**src/rtl/mux_scan_pkg.sv**
```systemverilog
// Shared types for the mux_scan slice: FSM state encoding and mode constants.
package mux_scan_pkg;

  typedef enum logic [1:0] {
    ST_OFF    = 2'd0,
    ST_MANUAL = 2'd1,
    ST_SCAN   = 2'd2
  } state_t;

  localparam logic MODE_MANUAL = 1'b0;
  localparam logic MODE_SCAN   = 1'b1;

endpackage

```
**src/rtl/mux_scan_if.sv**
```systemverilog
// Channel bus, controls and selected-word outputs of mux_scan.
// master drives channels/controls, slave (the selector) drives the outputs.
interface mux_scan_if #(
  parameter int NR_CH    = 4,
  parameter int DATA_LEN = 8,
  parameter int SEL_LEN  = 2
);
  logic [NR_CH*DATA_LEN-1:0] din;
  logic                      en;
  logic                      mode;
  logic [SEL_LEN-1:0]        sel;
  logic [NR_CH-1:0]          ch_mask;
  logic [DATA_LEN-1:0]       y;
  logic                      y_valid;
  logic [SEL_LEN-1:0]        cur_ch;
  logic                      ch_wrap;

  modport master (output din, en, mode, sel, ch_mask,
                  input  y, y_valid, cur_ch, ch_wrap);
  modport slave  (input  din, en, mode, sel, ch_mask,
                  output y, y_valid, cur_ch, ch_wrap);
endinterface

```
**src/rtl/key_mux.sv**
```systemverilog
// Keyed mux: outputs the data word whose key matches, DEFAULT when no key matches.
// Combinational, zero latency; no flow control.
module key_mux #(
  parameter int                  NR_KEYS  = 4,
  parameter int                  KEY_LEN  = 2,
  parameter int                  DATA_LEN = 8,
  parameter logic [DATA_LEN-1:0] DEFAULT  = '0
) (
  input  logic [KEY_LEN-1:0]          key,
  input  logic [NR_KEYS*KEY_LEN-1:0]  keys,
  input  logic [NR_KEYS*DATA_LEN-1:0] data,
  output logic [DATA_LEN-1:0]         dout
);

  always_comb begin
    dout = DEFAULT;
    for (int i = 0; i < NR_KEYS; i++) begin
      if (keys[i*KEY_LEN +: KEY_LEN] == key) dout = data[i*DATA_LEN +: DATA_LEN];
    end
  end

endmodule

```
**src/rtl/mux_scan_next.sv**
```systemverilog
// Cyclic priority search: lowest enabled channel above cur_ch, else lowest enabled (wrap).
// Combinational, zero latency; no flow control.
module mux_scan_next #(
  parameter int NR_CH   = 4,
  parameter int SEL_LEN = 2
) (
  input  logic [NR_CH-1:0]   ch_mask,
  input  logic [SEL_LEN-1:0] cur_ch,
  output logic [SEL_LEN-1:0] nxt_ch,
  output logic               wrap,
  output logic               any_en
);

  logic               found;
  logic [SEL_LEN-1:0] lowest;

  always_comb begin
    found  = 1'b0;
    lowest = '0;
    nxt_ch = cur_ch;
    wrap   = 1'b0;
    any_en = |ch_mask;
    for (int i = NR_CH - 1; i >= 0; i--) begin
      if (ch_mask[i]) lowest = SEL_LEN'(i);
    end
    // cur_ch may exceed NR_CH-1 after manual mode; then nothing lies above it
    for (int i = 0; i < NR_CH; i++) begin
      if (!found && ch_mask[i] && (i > int'(cur_ch))) begin
        nxt_ch = SEL_LEN'(i);
        found  = 1'b1;
      end
    end
    if (!found && any_en) begin
      nxt_ch = lowest;
      wrap   = 1'b1;
    end
  end

endmodule

```
**src/rtl/mux_scan.sv**
```systemverilog
// Registered N-channel selector with manual select and round-robin scan with dwell.
// Latency 1 cycle; no backpressure, en=0 freezes all state and drops y_valid.
module mux_scan #(
  parameter int                  NR_CH    = 4,
  parameter int                  DATA_LEN = 8,
  parameter int                  SEL_LEN  = 2,
  parameter int                  DWELL    = 4,
  parameter logic [DATA_LEN-1:0] DEFAULT  = '0
) (
  input  logic       clk,
  input  logic       rst_n,
  mux_scan_if.slave  bus
);
  import mux_scan_pkg::*;

  localparam int CNT_W = (DWELL > 1) ? $clog2(DWELL) : 1;

  state_t                   state;
  logic                     scan_held;
  logic [CNT_W-1:0]         cnt, cnt_d;
  logic [SEL_LEN-1:0]       cur_ch_q, ch_d, nxt_ch;
  logic [DATA_LEN-1:0]      y_q, sel_dat;
  logic                     y_valid_q, ch_wrap_q;
  logic                     nxt_wrap, any_en, cur_en, scan_cont, vld_d, wrap_d;
  logic [NR_CH*SEL_LEN-1:0] keys;

  mux_scan_next #(.NR_CH(NR_CH), .SEL_LEN(SEL_LEN)) u_next (
    .ch_mask (bus.ch_mask),
    .cur_ch  (cur_ch_q),
    .nxt_ch  (nxt_ch),
    .wrap    (nxt_wrap),
    .any_en  (any_en)
  );

  always_comb begin
    cur_en = 1'b0;
    for (int i = 0; i < NR_CH; i++) begin
      if (int'(cur_ch_q) == i) cur_en = bus.ch_mask[i];
    end
  end

  // A scan is in progress if it was live when en dropped, or live last cycle
  assign scan_cont = (state == ST_OFF) ? scan_held : ((state == ST_SCAN) && y_valid_q);

  always_comb begin
    ch_d   = cur_ch_q;
    cnt_d  = '0;
    wrap_d = 1'b0;
    vld_d  = 1'b0;
    if (bus.mode == MODE_MANUAL) begin
      ch_d  = bus.sel;
      vld_d = (int'(bus.sel) < NR_CH);
    end else if (any_en) begin
      vld_d = 1'b1;
      if (!cur_en) begin
        ch_d   = nxt_ch;
        wrap_d = scan_cont && nxt_wrap;
      end else if (scan_cont && (cnt == CNT_W'(DWELL - 1))) begin
        ch_d   = nxt_ch;
        wrap_d = nxt_wrap;
      end else if (scan_cont) begin
        cnt_d = cnt + 1'b1;
      end
    end
  end

  for (genvar k = 0; k < NR_CH; k++) begin : g_keys
    assign keys[k*SEL_LEN +: SEL_LEN] = SEL_LEN'(k);
  end

  key_mux #(
    .NR_KEYS (NR_CH),
    .KEY_LEN (SEL_LEN),
    .DATA_LEN(DATA_LEN),
    .DEFAULT (DEFAULT)
  ) u_mux (
    .key  (ch_d),
    .keys (keys),
    .data (bus.din),
    .dout (sel_dat)
  );

  always_ff @(posedge clk or negedge rst_n) begin
    if (!rst_n) begin
      state     <= ST_OFF;
      scan_held <= 1'b0;
      cnt       <= '0;
      cur_ch_q  <= '0;
      y_q       <= DEFAULT;
      y_valid_q <= 1'b0;
      ch_wrap_q <= 1'b0;
    end else if (!bus.en) begin
      state     <= ST_OFF;
      scan_held <= scan_cont;
      y_valid_q <= 1'b0;
      ch_wrap_q <= 1'b0;
    end else begin
      state     <= (bus.mode == MODE_SCAN) ? ST_SCAN : ST_MANUAL;
      scan_held <= 1'b0;
      cnt       <= cnt_d;
      cur_ch_q  <= ch_d;
      y_q       <= vld_d ? sel_dat : DEFAULT;
      y_valid_q <= vld_d;
      ch_wrap_q <= wrap_d;
    end
  end

  assign bus.y       = y_q;
  assign bus.y_valid = y_valid_q;
  assign bus.cur_ch  = cur_ch_q;
  assign bus.ch_wrap = ch_wrap_q;

endmodule

```
**src/flat_wrapper.sv**
```systemverilog
// flat-port wrapper written by rule: the top's interface ports become plain ports
module mux_scan_flat import mux_scan_pkg::*;
#(
  parameter int                  NR_CH    = 4,
  parameter int                  DATA_LEN = 8,
  parameter int                  SEL_LEN  = 2,
  parameter int                  DWELL    = 4,
  parameter logic [DATA_LEN-1:0] DEFAULT  = '0
)
  (clk, rst_n, bus_din, bus_en, bus_mode, bus_sel, bus_ch_mask, bus_y, bus_y_valid, bus_cur_ch, bus_ch_wrap);
  mux_scan_if #(.NR_CH(NR_CH), .DATA_LEN(DATA_LEN), .SEL_LEN(SEL_LEN)) bus_i ();
  input  logic clk;
  input  logic rst_n;
  input wire logic [$bits(bus_i.din)-1:0] bus_din;
  input wire logic [$bits(bus_i.en)-1:0] bus_en;
  input wire logic [$bits(bus_i.mode)-1:0] bus_mode;
  input wire logic [$bits(bus_i.sel)-1:0] bus_sel;
  input wire logic [$bits(bus_i.ch_mask)-1:0] bus_ch_mask;
  output wire logic [$bits(bus_i.y)-1:0] bus_y;
  output wire logic [$bits(bus_i.y_valid)-1:0] bus_y_valid;
  output wire logic [$bits(bus_i.cur_ch)-1:0] bus_cur_ch;
  output wire logic [$bits(bus_i.ch_wrap)-1:0] bus_ch_wrap;
  assign bus_i.din = bus_din;
  assign bus_i.en = bus_en;
  assign bus_i.mode = bus_mode;
  assign bus_i.sel = bus_sel;
  assign bus_i.ch_mask = bus_ch_mask;
  assign bus_y = bus_i.y;
  assign bus_y_valid = bus_i.y_valid;
  assign bus_cur_ch = bus_i.cur_ch;
  assign bus_ch_wrap = bus_i.ch_wrap;
  mux_scan #(.NR_CH(NR_CH), .DATA_LEN(DATA_LEN), .SEL_LEN(SEL_LEN), .DWELL(DWELL), .DEFAULT(DEFAULT)) u_core (.clk(clk), .rst_n(rst_n), .bus(bus_i));
endmodule
```
**config.mk**
```make
export PLATFORM = sky130hd
export DESIGN_NAME = mux_scan_flat
export DESIGN_NICKNAME = d
export VERILOG_FILES = /design/src/rtl/mux_scan_pkg.sv /design/src/rtl/mux_scan_if.sv /design/src/rtl/key_mux.sv /design/src/rtl/mux_scan_next.sv /design/src/rtl/mux_scan.sv /design/src/flat_wrapper.sv
export SDC_FILE = /design/constraint.sdc
export NUM_CORES = 1
export LEC_CHECK = 0
export ABC_AREA = 1
export CORE_ASPECT_RATIO = 1.2
export CORE_MARGIN = 1
export CORE_UTILIZATION = 40
export DETAILED_ROUTE_END_ITERATION = 12
export HOLD_SLACK_MARGIN = 0.03
export PLACE_DENSITY = 0.81
export RECOVER_POWER = 25
export SYNTH_ARGS = -nofsm -noshare
export SYNTH_HDL_FRONTEND = slang
export SYNTH_HIERARCHICAL = 1
export SYNTH_SLANG_ARGS = --single-unit
```
**constraint.sdc**
```tcl
create_clock -name clk -period 2.98 [get_ports clk]
set_input_delay 0.894 -clock clk [delete_from_list [all_inputs] [get_ports clk]]
set_output_delay 0.894 -clock clk [all_outputs]
set_load 0.005 [all_outputs]
```
==> results of run 1 <==
## logic make-up after synthesis
kind of cell,Yosys count
AND/OR/NAND/NOR,152
buffers and inverters,42
adder cells (fa/ha/maj),1
AO/OA/AOI/OAI,13
XOR/XNOR,4
flip-flops,17
other,2
## worst max-delay path, cell delays in order
cell,delay [ns]
dlygate4sd2_1,0.29
nor2_2,0.15
nand2_2,0.11
inv_2,0.06
nor2_2,0.04
nand3_1,0.06
nand2_1,0.05
nand3_1,0.07
nand3_1,0.11
and2_4,0.17
buf_4,0.15
xnor2_4,0.17
nand2_4,0.12
nand2_1,0.06
inv_1,0.04
nand2_1,0.05
nand2_1,0.07
nand2_1,0.05
a22o_1,0.18
## state kept, by name (all words and copies together), names as in the netlist
signal and count:
u_core/bus.y_valid 1, u_core/cnt 2, u_core/scan_held 1, u_core/state 2, u_core/bus.y 8, u_core/bus.ch_wrap 1
u_core/bus.cur_ch 2
## through the flow
step                power, mW  TNS, ns  hold WS, ns  setup WS, ns  cell area (µm²)
finish                   1.07        0        0.490         0.222             2250
global route             1.16  -0.0199        0.519       -0.0170             2250
CTS                      1.07        0        0.500       0.00636             2240
detailed placement      0.901    -2.51        0.484        -0.323             2190
global placement        0.895    -2.50        0.471        -0.323             2190
floorplan               0.647        0        0.452         0.300             1510
## repair_timing
item                                    CTS  global route
hold buffers                              0             0
buffers inserted                          0             0
pin swaps                                 2             1
endpoints found under the hold margin     0             0
gates resized for setup                   3             4
endpoints found under the setup margin    8             8
## power groups by stage
stage	registers, mW	logic (mW)	clock network, mW
finish	0.310	0.592	0.167
detailed placement	0.313	0.588	0
global placement	0.314	0.581	0
CTS	0.310	0.591	0.171
global route	0.316	0.671	0.177
floorplan	0.310	0.337	0
## cell type report
type                       instances  share of cell area
clock inverter                     1             0.00223
clock buffer                       3              0.0184
tap                               37              0.0206
sequential                        17               0.189
timing repair buffer              64               0.287
inverter                          41              0.0685
multi-input combinational        182               0.414
## metal layers
layer  up-vias  track usage
met1       698        0.242
met3         0       0.0151
li1        859            -
met2        36        0.368
met4         0       0.0366
met5         -            0
## worst paths after layout
path / end / slack, ns
min in group asynchronous: u_core/bus.ch_wrap$_DFF_PN0_ / 1.14
worst max-delay path: u_core/bus.y[5]$_DFFE_PN0P_ / 0.22
worst min-delay path: u_core/cnt[0]$_DFFE_PN0P_ / 0.49
worst max register to register: u_core/bus.y[5]$_DFFE_PN0P_ / 0.60
max in group asynchronous: u_core/bus.y[7]$_DFFE_PN0P_ / 1.39
worst min register to register: u_core/cnt[0]$_DFFE_PN0P_ / 0.49
## cell usage in the layout, fill, tap and decap left out, types with 8 or more instances in the layout
master           Yosys  final
nand2_1             86     86
clkdlybuf4s50_1      0     47
inv_1               30     30
nand3_1             30     30
dfrtp_1             17     17
conb_1               2     12
inv_2               11     11
nand2_2              9      9
buf_4                0      9
a22o_1               8      8
nand3b_1             8      8
==> flow_summary.yaml, run 1 <==
timing:
  max_freq_mhz: 363
  clock_skew_ns: 0.000756
  setup_viol: 0
  hold_violations: 0
  finalCriticalPeriod_ns: 2.76
  timing.final.crit_share: 0.925
  rsz0062_at_grt: "true"
  relSlewSlack: 0.521
  tightest_slew_ns: 0.717
  drv_slew: 0
synth:
  syn_area_per_cell_um2: 6.37
  ys_ff_latch: 17
  synth-edff-count: 0
  syn_area_um2: 1470
  netlist_instances: 231
  ys_types: 25
  synth_top_family_by_area: "simple AND/OR/NAND/NOR gates"
  ys_seq_area_frac: 0.289
  synthFlopType: "dfrtp_1"
  synth_area_leaders: "dfrtp_1, nand2_1, nand3_1"
  synth.most_common_cell: "nand2_1"
  synth_adder_area_share: 0.00850
  synthMuxAreaShare: 0
  synthArstFlopShare: 1.00
  synth_top_area_frac: 0.289
  synth.yosys.warnings: 6
  synth_xor_area_frac: 0.0417
  yosys-top-cells-count: "nand2_1, inv_1, nand3_1"
  yosysTopAreaCell: "dfrtp_1"
  synth-simple-area-share: 0.481
  synth_compound_area_frac: 0.0672
cts:
  cts_root_buf: "clkbuf_8"
  cts_max_path_buffers: 2
  clk_latency_ns: 0.25
  cts_sinks: 17
  htree_levels: 1
  path_clk_slew_ns: 0.06
  cts_tree: "built"
  cts_inserted_buffers: 3
power_and_ir_drop:
  p_per_area_nw_per_um2: 475
  switchingPower_uw: 394
  power_frac_seq: 0.290
  combPwrFrac: 0.554
  leakagePower_nw: 1.26
  clock_power_share: 0.156
  irDropWorstVdd_mv: 0.204
  p_sw_frac: 0.369
  p_int_uw: 675
global_route:
  antenna_found_initial: 0
  grt_max_degree: 18
  overflow: 0
  grt_usage: 0.194
  grt_pass1_vias: 1477
  grt_pass1_wl_um: 6110
setup_path:
  worstSetupEndpointType: "flop"
  cp-start-kind: "primary input"
  reg2reg_depth: 17
  crit_required_ns: 3.12
  reg2reg_from: "u_core/bus.cur_ch[0]$_DFFE_PN0P_"
  crit_start: "bus_ch_mask[3]"
  crit_type: "in -> reg"
  worstPathMaxFanout: 9
  crit_arrival_ns: 2.90
drt:
  vias: 1593
  met1_length_um: 1610
  route.met2.wl_um: 1730
  wl_per_cell_um: 10.1
  route.met3.wl_um: 129
  dr.pass1.iters: 9
  finalWirelength_um: 3480
  top_layer: "met3"
  post-route-drc-count: 4
  drtIter0Drc: 80
  viasPerCell: 4.62
  postRouteAntennaNets: 0
final_layout:
  final_cells: 345
  register_area_um2: 425
  final_util: 0.656
  nets: 352
  nFillCells: 309
  syn_to_final_growth_pct: 52.7
  multiInputGateArea_um2: 931
  drive_gt1_frac: 0.153
  diodes: 0
floorplan:
  die_h_um: 68.4
  die_w_um: 57.4
  io_pins: 54
  start_util: 0.430
  dieArea_um2: 3930
  rows: 23
  core_um2: 3420
place:
  routabilityCongestion: 0.867
  dp_cells: 341
  dp_hpwl_um: 2830
  port_buffers: 53
min_path:
  worstHoldStart: "u_core/cnt[0]$_DFFE_PN0P_"
  hold_depth: 1
  hp-class: "reg -> reg"
run:
  max_cap_violations: 0
status:
  violations: "design-rule violations"
  run_status: "finished, violations left"
Note: power is estimated with default switching activity, not from simulation.
==> run 2, diff against run 1 <==
--- a/config.mk
+++ b/config.mk
@@ -8,11 +8,11 @@
 export ABC_AREA = 1
 export CORE_ASPECT_RATIO = 1.2
 export CORE_MARGIN = 1
-export CORE_UTILIZATION = 40
+export CORE_UTILIZATION = 35
 export DETAILED_ROUTE_END_ITERATION = 12
 export HOLD_SLACK_MARGIN = 0.03
-export PLACE_DENSITY = 0.81
-export RECOVER_POWER = 25
+export PLACE_DENSITY = 0.73
+export SETUP_SLACK_MARGIN = 0.02
 export SYNTH_ARGS = -nofsm -noshare
 export SYNTH_HDL_FRONTEND = slang
 export SYNTH_HIERARCHICAL = 1
==> run 2 against run 1 <==
The flow now finishes without violations. Critical path depth did not move. Global-route usage fell by 2.6 points. Clock power barely moved. Largest cell class unchanged. Sequential share of layout area rose by 0.17 points. Worst setup slack improved by 0.0081 ns. Non-clock buffer count fell by 1. First-iteration DRC count rose by 19%. Total power fell by 1.9%. Cell count rose by 4.6%. Combinational power fell by 3.9%. Fmax rose by 0.30%. Routed wire length fell by 3.5%.
==> flow_summary.yaml, run 2 (synthesized netlist as in run 1, its figures left out) <==
final_layout:
  multiInputGateArea_um2: 931
  nFillCells: 403
  drive_gt1_frac: 0.150
  diodes: 0
  register_area_um2: 425
  final_common_cell: "nand2_1"
  final_cell_mix: "nand2_1, clkdlybuf4s50_1, inv_1, nand3_1, dfrtp_1"
  nets: 351
  final_cells: 361
  largest_reg_flops: 8
  syn_to_final_growth_pct: 51.4
power_and_ir_drop:
  p_per_area_nw_per_um2: 471
  leakagePower_nw: 1.22
  power_mw: 1.05
  irDropWorstVdd_mv: 0.182
cts:
  ctsHoldBuffers: 0
  htree_levels: 1
  path_clk_slew_ns: 0.06
  post_cts_buffers: 0
  clk_latency_ns: 0.25
  cts_inserted_buffers: 3
  cts_root_buf: "clkbuf_8"
  cts_sinks: 17
  cts_tree: "built"
  cts_max_path_buffers: 2
setup_path:
  crit_start: "bus_ch_mask[3]"
  crit_arrival_ns: 2.89
  crit_required_ns: 3.12
  crit_path_max_incr_delay_ns: 0.24
  path_common_cell: "nand2_1"
  cp-start-kind: "primary input"
  reg2reg_from: "u_core/bus.cur_ch[1]$_DFFE_PN0P_"
  worstPathMaxFanout: 9
  crit_type: "in -> reg"
  path_cells: "clkdlybuf4s15_1, nor2_2, nand2_2, inv_2, nor2_2, nand3_1, nand2_1, nand3_1, nand3_1, and2_4, buf_4, xnor2_4, nand2_4, nand2_1, inv_1, nand2_1, nand2_1, nand2_1, a22o_1"
  worstSetupEndpointType: "flop"
  crit_slowest_cell: "clkdlybuf4s15_1"
place:
  routabilityCongestion: 0.840
  dp_cells: 357
  port_buffers: 53
  pre_cts_slack_ns: -0.345
  dp_hpwl_um: 2860
timing:
  drv_slew: 0
  timing.final.crit_share: 0.923
  rsz0062_at_grt: "false"
  finalCriticalPeriod_ns: 2.75
  relSlewSlack: 0.532
  tightest_slew_ns: 0.700
  max_freq_mhz: 364
  clock_skew_ns: 0.00126
  setup_viol: 0
  hold_violations: 0
  fin_ws_ns: 0.231
floorplan:
  io_pins: 54
  die_h_um: 73.0
  die_w_um: 61.2
  start_util: 0.370
  dieArea_um2: 4470
  rows: 25
  core_um2: 3970
drt:
  wl_per_cell_um: 9.29
  drtIter0Drc: 95
  finalWirelength_um: 3350
  viasPerCell: 4.35
  post-route-drc-count: 0
  vias: 1571
  dr.pass1.iters: 4
  postRouteAntennaNets: 0
global_route:
  met2_usage: 0.295
  grt_pass1_vias: 1412
  grt_max_degree: 18
  overflow: 0
  use_met1: 0.212
  grt_usage: 0.168
  busiest_layer: "met2"
  grt_use_met3: 0.0213
  antenna_found_initial: 0
  grt_pass1_wl_um: 5770
status:
  run_status: "complete, no violations"
min_path:
  hp-class: "reg -> reg"
  worstHoldStart: "u_core/cnt[0]$_DFFE_PN0P_"
run:
  max_cap_violations: 0
## run 2: changes by cell type in the layout (fill, tap and decap cells not counted)
cell,previous run,this run
buf_12,2,0
buf_4,9,10
clkdlybuf4s15_1,0,2
clkdlybuf4s50_1,47,49
dlygate4sd2_1,1,2
dlygate4sd3_1,2,0
dlymetal6s2s_1,3,0
## run 2: critical path, delay by kind of cell
kind,cells,cell delay [ns]
XOR/XNOR,1,0.16
AND/OR/NAND/NOR,13,1.16
AO/OA/AOI/OAI,1,0.19
buffers and inverters,4,0.50
## run 2: final timing paths
| check | cells after the start | endpoint | slack, ns |
|---|---|---|---|
| worst min register to register | 1 | u_core/cnt[0]$_DFFE_PN0P_ | 0.49 |
| max in group asynchronous | 1 | u_core/bus.y[7]$_DFFE_PN0P_ | 1.48 |
| worst min-delay path | 1 | u_core/cnt[0]$_DFFE_PN0P_ | 0.49 |
| min in group asynchronous | 1 | u_core/scan_held$_DFF_PN0_ | 1.06 |
| worst max register to register | 17 | u_core/bus.y[4]$_DFFE_PN0P_ | 0.59 |
| worst max-delay path | 19 | u_core/bus.y[4]$_DFFE_PN0P_ | 0.23 |
## run 2: routing by layer
layer  routed length, µm  vias to the layer above
met2                1670                       37
met3                 136                        3
met1                1520                      670
met5                   0                        -
met4                  28                        0
li1                    -                      861
## run 2: cell type report
type,instances,area share
Multi-Input combinational cell,182,0.418
Timing Repair Buffer,63,0.271
Sequential cell,17,0.191
Inverter,41,0.0691
Tap cell,54,0.0303
Clock buffer,3,0.0185
Clock inverter,1,0.00225
## run 2: metrics by stage
step | util | instance area [µm²] | hold slack, ns | TNS, ns
floorplan | - | 1510 | 0.452 | 0
global placement | 0.548 | 2180 | 0.470 | -2.46
detailed placement | 0.548 | 2180 | 0.478 | -2.61
CTS | 0.559 | 2220 | 0.489 | 0
global route | 0.561 | 2230 | 0.514 | 0
finish | 0.561 | 2230 | 0.487 | 0
## run 2: power breakdown
part	switching [mW]	total, mW	internal (mW)
Sequential	0.0359	0.311	0.275
Combinational	0.278	0.569	0.291
Clock	0.0762	0.169	0.0928
## run 2: timing repair
item                                   in CTS  in global routing
pin swaps                                   0                  3
setup endpoints to repair                   8                  4
endpoints found under the hold margin       0                  0
cloned                                      0                  0
gates resized for setup                     6                  4
==> run 3, diff against run 2 <==
--- a/config.mk
+++ b/config.mk
@@ -11,7 +11,7 @@
 export CORE_UTILIZATION = 35
 export DETAILED_ROUTE_END_ITERATION = 12
 export HOLD_SLACK_MARGIN = 0.03
-export PLACE_DENSITY = 0.73
+export PLACE_DENSITY = 0.72
 export SETUP_SLACK_MARGIN = 0.02
 export SYNTH_ARGS = -nofsm -noshare
 export SYNTH_HDL_FRONTEND = slang
==> run 3 against run 2 <==
Worst hold slack improved by 0.010 ns. Global-route usage is 0.63 points higher. Worst setup slack better by 0.028 ns. Clock power shrank 4%. Fmax increased by 1.0%. Register-to-register slack is essentially flat. Critical path type unchanged.
==> flow_summary.yaml, run 3 (synthesized netlist as in run 1, its figures left out) <==
timing:
  hold_violations: 0
  clock_skew_ns: 0.00242
  max_freq_mhz: 368
  finalCriticalPeriod_ns: 2.72
  timing.final.crit_share: 0.913
  drv_slew: 0
  rsz0062_at_grt: "false"
  setup_viol: 0
  hold_slack_ns: 0.497
  relSlewSlack: 0.528
  fin_ws_ns: 0.259
  tightest_slew_ns: 0.706
setup_path:
  worstPathMaxFanout: 8
  crit_path_max_incr_delay_ns: 0.50
  crit_start: "bus_mode"
  crit_type: "in -> reg"
  cp-start-kind: "primary input"
  reg2reg_from: "u_core/bus.cur_ch[0]$_DFFE_PN0P_"
  rrSetupSlack_ns: 0.58
  reg2reg_to: "u_core/bus.y[6]$_DFFE_PN0P_"
  cp-endpoint: "u_core/bus.y[6]$_DFFE_PN0P_"
  crit_slowest_cell: "clkdlybuf4s50_1"
  reg2reg_depth: 18
  worstSetupEndpointType: "flop"
  path_common_cell: "nand2_1"
  crit_arrival_ns: 2.85
  path_cells: "clkdlybuf4s50_1, or2_2, and2_4, buf_4, xnor2_4, nand2_4, nand2_1, inv_1, nand2_1, nand2_1, nand2_1, a22o_1"
  crit_required_ns: 3.11
floorplan:
  dieArea_um2: 4470
  core_um2: 3970
  rows: 25
  die_w_um: 61.2
  io_pins: 54
  start_util: 0.370
  die_h_um: 73.0
drt:
  postRouteAntennaNets: 0
  wl_per_cell_um: 10.1
  vias: 1613
  post-route-drc-count: 0
  drtIter0Drc: 66
  finalWirelength_um: 3660
  dr.pass1.iters: 4
  viasPerCell: 4.44
global_route:
  grt_usage: 0.174
  grt_pass1_wl_um: 6100
  antenna_found_initial: 0
  grt_max_degree: 18
  grt_pass1_vias: 1481
  overflow: 0
cts:
  path_clk_slew_ns: 0.06
  cts_tree: "built"
  ctsHoldBuffers: 0
  clk_latency_ns: 0.24
  cts_root_buf: "clkbuf_8"
  cts_inserted_buffers: 3
  cts_max_path_buffers: 2
  cts_sinks: 17
  htree_levels: 1
final_layout:
  final_cell_mix: "nand2_1, clkdlybuf4s50_1, inv_1"
  syn_to_final_growth_pct: 52.8
  nets: 353
  final_common_cell: "nand2_1"
  diodes: 0
  nFillCells: 387
  largest_reg_flops: 8
  final_util: 0.566
  drive_gt1_frac: 0.168
status:
  run_status: "complete, no violations"
place:
  pre_cts_slack_ns: -0.361
  routabilityCongestion: 0.792
  port_buffers: 53
  dp_hpwl_um: 3010
power_and_ir_drop:
  irDropWorstVdd_mv: 0.235
  p_per_area_nw_per_um2: 473
  leakagePower_nw: 1.23
run:
  max_cap_violations: 0
min_path:
  hp-class: "reg -> reg"
## run 3: power by group
part,total [mW],switching (mW),internal [mW]
registers,0.310,0.0352,0.275
clock network,0.163,0.0685,0.0945
logic,0.591,0.291,0.300
## run 3: worst min path at each step
stage	slack, ns	cells past startpoint	from	endpoint
6_report	0.50	1	u_core/cnt[0]$_DFFE_PN0P_	u_core/cnt[0]$_DFFE_PN0P_
5_1_grt	0.52	2	u_core/cnt[1]$_DFFE_PN0P_	u_core/cnt[1]$_DFFE_PN0P_
4_1_cts	0.50	1	u_core/cnt[0]$_DFFE_PN0P_	u_core/cnt[0]$_DFFE_PN0P_
3_5_place_dp	0.49	1	u_core/cnt[0]$_DFFE_PN0P_	u_core/cnt[0]$_DFFE_PN0P_
3_3_place_gp	0.47	1	u_core/cnt[0]$_DFFE_PN0P_	u_core/cnt[0]$_DFFE_PN0P_
2_1_floorplan	0.45	1	u_core/cnt[0]$_DFFE_PN0P_	u_core/cnt[0]$_DFFE_PN0P_
## run 3: worst max-delay path: cells and delay by family
family                    cells  cell delay (ns)
and+or+nand+nor               7             0.87
xor gates and xnor gates      1             0.17
AOI/OAI and AO/OA             1             0.19
buffers and inverters         3             0.71
## run 3: layout make-up
cell class | instances | area (µm²) | share of cell area
flip-flops and latches | 17 | 425 | 0.189
clock buffers | 4 | 45.0 | 0.0200
inverters | 41 | 154 | 0.0684
repair buffers | 64 | 598 | 0.266
multi-input cells | 183 | 958 | 0.426
well taps | 54 | 67.6 | 0.0301
## run 3: timing repair
item	4_1_cts	5_1_grt
pin swaps	1	6
cloned	0	1
resized for setup	6	10
endpoints found under the setup margin	8	8
buffers inserted	0	1
## run 3: metrics by stage
step	instances	instance area (µm²)	total power [mW]	setup TNS, ns
after floorplan	241	1510	0.647	0
after global placement	357	2180	0.879	-2.44
after detailed placement	357	2180	0.889	-2.66
final	363	2250	1.06	0
after CTS	361	2220	1.05	0
after global routing	363	2250	1.16	0
## run 3: layer usage
metal	wire length [µm]	GRT usage
met3	204	0.0160
met4	0	0.0152
met1	1620	0.222
met5	0	0
met2	1840	0.322
